**config.mk**
```make
export PLATFORM = sky130hd
export DESIGN_NAME = t_counter
export DESIGN_NICKNAME = d
export VERILOG_FILES = /design/src/rtl/t_counter.sv
export SDC_FILE = /design/constraint.sdc
export NUM_CORES = 1
export LEC_CHECK = 0
export BUFFER_PORTS_ARGS = -buffer_cell sky130_fd_sc_hd__buf_4
export CAP_MARGIN = 20
export CORE_AREA = 5 5 42 44
export DETAILED_ROUTE_END_ITERATION = 8
export DIE_AREA = 0 0 47 49
export PLACE_DENSITY = 0.74
export SYNTH_ARGS = -nofsm -noshare
export SYNTH_HDL_FRONTEND = slang
export SYNTH_SLANG_ARGS = --single-unit
export TNS_END_PERCENT = 50
```
**constraint.sdc**
```tcl
create_clock -name i_clk -period 2.9 [get_ports i_clk]
set_clock_uncertainty 0.05 [all_clocks]
set_input_delay 0.58 -clock i_clk [delete_from_list [all_inputs] [get_ports i_clk]]
set_output_delay 0.58 -clock i_clk [all_outputs]
set_load 0.03 [all_outputs]
```
**src/rtl/t_counter.sv**
```systemverilog
// t_counter: modulo up/down counter built as a chain of toggle stages.
// Non-terminal steps flip the bits selected by a ripple toggle mask, so no
// adder is used. The terminal cases (wrap or saturate at either end of the
// range) and out-of-range recovery override the mask with a fixed value.
module t_counter #(
  parameter int WIDTH     = 4,
  parameter int MOD_VALUE = 10
) (
  input  logic             i_clk,
  input  logic             i_clr,
  input  logic             i_en,
  input  logic             i_up,
  input  logic             i_load,
  input  logic [WIDTH-1:0] i_load_val,
  input  logic             i_sat,
  output logic [WIDTH-1:0] o_count,
  output logic             o_tc,
  output logic             o_wrap
);

  localparam logic [WIDTH-1:0] MAX = WIDTH'(MOD_VALUE - 1);

  logic [WIDTH-1:0] count_q, count_d;
  logic             wrap_q, wrap_d;
  logic [WIDTH-1:0] t_up, t_dn;
  logic             at_max, at_zero, over;

  assign at_max  = (count_q == MAX);
  assign at_zero = (count_q == '0);
  assign over    = (count_q > MAX);

  // Toggle masks: bit k flips when all lower bits are 1 (up) or all 0 (down)
  always_comb begin
    t_up    = '0;
    t_dn    = '0;
    t_up[0] = 1'b1;
    t_dn[0] = 1'b1;
    for (int k = 1; k < WIDTH; k++) begin
      t_up[k] = t_up[k-1] &  count_q[k-1];
      t_dn[k] = t_dn[k-1] & ~count_q[k-1];
    end
  end

  // Next-state: load beats enable; terminal cases override the toggle mask
  always_comb begin
    count_d = count_q;
    wrap_d  = 1'b0;
    if (i_load) begin
      count_d = (i_load_val > MAX) ? MAX : i_load_val;
    end else if (i_en) begin
      if (over) begin
        // Recovery from an illegal state: snap to the start of travel
        count_d = i_up ? '0 : MAX;
      end else if (i_up) begin
        if (at_max) begin
          if (!i_sat) begin
            count_d = '0;
            wrap_d  = 1'b1;
          end
        end else begin
          count_d = count_q ^ t_up;
        end
      end else begin
        if (at_zero) begin
          if (!i_sat) begin
            count_d = MAX;
            wrap_d  = 1'b1;
          end
        end else begin
          count_d = count_q ^ t_dn;
        end
      end
    end
  end

  // State registers; clear forces count and wrap low without a clock
  always_ff @(posedge i_clk or posedge i_clr) begin
    if (i_clr) begin
      count_q <= '0;
      wrap_q  <= 1'b0;
    end else begin
      count_q <= count_d;
      wrap_q  <= wrap_d;
    end
  end

  // Terminal count ignores saturate mode so it can enable the next stage
  assign o_tc    = i_en & (i_up ? at_max : at_zero);
  assign o_count = count_q;
  assign o_wrap  = wrap_q;

endmodule

```
==> results.json <==
{
  "final_cell_count_no_fill": 97,
  "grt_usage_pct": 13.23,
  "wl_per_cell_um": 14.18,
  "dp.cells": 93,
  "rsz0062_at_grt": "no",
  "slew_headroom_pct": 72.68,
  "insertion_delay_ns": 0.24,
  "critPathKind": "reg2out",
  "ys_types": 39,
  "synth_area_leaders": "dfrtp_1 22%, o21ai_0 6.2%, buf_6 6.0%",
  "drtIter0Drc": 13,
  "rows": 14,
  "fmax_ghz": 0.4820,
  "peakVddDrop_v": 0.0002708,
  "initial_core_util_pct": 40.18,
  "cts_setup_buffers": 0,
  "cts_sinks": 5,
  "ff_latch_area_um2": 125.1,
  "hold_violations": 0,
  "io_pins": 16,
  "drtAntennaViolNets": 0,
  "cts_buffers": 3,
  "crit_fanout": 14,
  "postSynthCellCount": 68,
  "start_kind": "flop",
  "cp.arrival_ns": 1.44,
  "finalWirelength_mm": 1.375,
  "synthesis.area_um2": 563.0,
  "dr_total_vias": 557,
  "post-route-period-util_pct": 71.54,
  "dieArea_um2": 2303,
  "drc": 0,
  "finalSetupViolations": 0,
  "dieWidth_um": 47,
  "yosysSeqAreaShare_pct": 22.22,
  "drtPass1Iterations": 4,
  "period_needed_ns": 2.075,
  "max_cap_viol_count": 0,
  "die_height_um": 49,
  "multi_input_area_um2": 364.1,
  "cts-htree-levels": 1,
  "worstPathRequired_ns": 2.27,
  "syn_to_final_growth_pct": 17.78,
  "cts-hold-fix-buffers": 0,
  "synth_warnings": 0,
  "synth_top_area_share_pct": 22.22,
  "clkTransAtPathRegs_ns": 0.04,
  "grt_max_degree": 16,
  "nets": 94,
  "coreArea_um2": 1401,
  "yosys.area.top_type": "dfrtp_1",
  "synth_flop_cell": "dfrtp_1",
  "drv_slew": 0,
  "async_flop_share_pct": 100.0,
  "worst_pin_slew_ns": 0.4098,
  "powerDensity_nw_per_um2": 495.6,
  "rr_startpoint": "o_count[1]$_DFFE_PP0P_",
  "post_cts_resized": 0,
  "p_leak_uw": 0.0003055,
  "hold_path_class": "in2async",
  "nFillCells": 158,
  "numPortBuffers": 15,
  "avgSynthCellArea_um2": 8.280,
  "synth_seq_cells": 5,
  "root_buffer": "clkbuf_4",
  "hold_ws_ns": 0.1877,
  "via_per_inst": 5.742,
  "cts.path.max_buffers": 2,
  "tns_ns": 0,
  "synth_nets": 80,
  "place_congestion": 0.7664,
  "tritoncts": "done",
  "drive_gt1_share_pct": 27.16,
  "diodes": 0,
  "grt_pass1_wl_mm": 2.290,
  "synth-edff-count": 0,
  "overflow": 0,
  "endpoint_kind": "output port",
  "first_global_vias": 531,
  "antenna_found_initial": 0,
  "outcome": "completed",
  "dp_hpwl_um": 996.9,
  "critPathLaunch": "o_count[1]$_DFFE_PP0P_"
}
-- power breakdown --
group / internal, µW / switching (µW)
combinational: 64.4 / 74.6
clock: 51.9 / 27.2
sequential: 79.4 / 31.1
total: 196 / 133
-- area by class of cell --
type                    count  area share [%]
well taps                  16           3.019
multi-input cells          53           54.91
inverters                   4           2.264
repair buffers             15           16.98
flip-flops and latches      5           18.87
clock buffers               4           3.962
-- flip-flops by register name (all words and copies together) (netlist names) --
register  count
o_wrap        1
o_count       4
-- cells in the final DEF, fill, tap and decap left out, types with 2 or more instances in the layout --
cell,count
nor3_1,2
a21oi_1,4
nor2_1,6
clkbuf_4,3
nand2_1,2
ha_1,2
inv_1,4
a31oi_1,2
o31ai_1,2
buf_4,15
nand3b_1,2
o21ai_0,7
dfrtp_1,5
-- cells in the mapped netlist, types with 2 or more instances --
library cell / count
nand2_1: 2
a31oi_1: 2
a21oi_1: 4
nor3_1: 2
ha_1: 2
o31ai_1: 2
nand3b_1: 2
inv_1: 4
dfrtp_1: 5
buf_6: 3
nor2_1: 6
o21ai_0: 7
-- metrics by stage --
| step | worst slack [ns] | total power, µW | area, µm² | util [%] |
|---|---|---|---|---|
| after global routing | 0.6843 | 355.1 | 663.1 | 47.32 |
| after detailed placement | 0.8931 | 250.4 | 636.9 | 45.45 |
| after global placement | 0.9248 | 246.3 | 636.9 | 45.45 |
| after floorplan | 0.9770 | 216.0 | 563.0 | - |
| final | 0.8255 | 328.7 | 663.1 | 47.32 |
| after CTS | 0.8181 | 333.9 | 663.1 | 47.32 |
-- critical path, cell delays in order (launching register included) --
cell     delay [ns]
dfrtp_1        0.51
nor2_1         0.32
o211a_1        0.22
buf_4          0.16
-- cell families after synthesis --
kind of cell | synth area share, %
DFF | 22.22
adders and majority gates | 4.444
muxes | 2.000
AOI/OAI and AO/OA | 32.00
xor gates and xnor gates | 1.556
buffers and inverters | 13.11
and+or+nand+nor | 24.67
-- worst paths after layout --
kind,endpoint,slack [ns],depth (start not counted)
setup / recovery,o_tc,0.83,3
hold / removal,o_count[2]$_DFFE_PP0P_,0.19,2
setup reg to reg,o_count[2]$_DFFE_PP0P_,1.07,6
hold reg to reg,o_count[2]$_DFFE_PP0P_,0.72,1
max in group asynchronous,o_count[1]$_DFFE_PP0P_,2.44,2
min in group i_clk,o_wrap$_DFF_PP0_,0.49,2
-- metal layers --
metal	GRT usage, %	vias to the layer above	part of all wire, %
met5	0	-	0
met4	6.912	0	1.1
met3	1.107	2	2.0
met2	19.23	9	51
met1	18.75	262	46
li1	-	284	-
(Power assumes the default switching activity.)
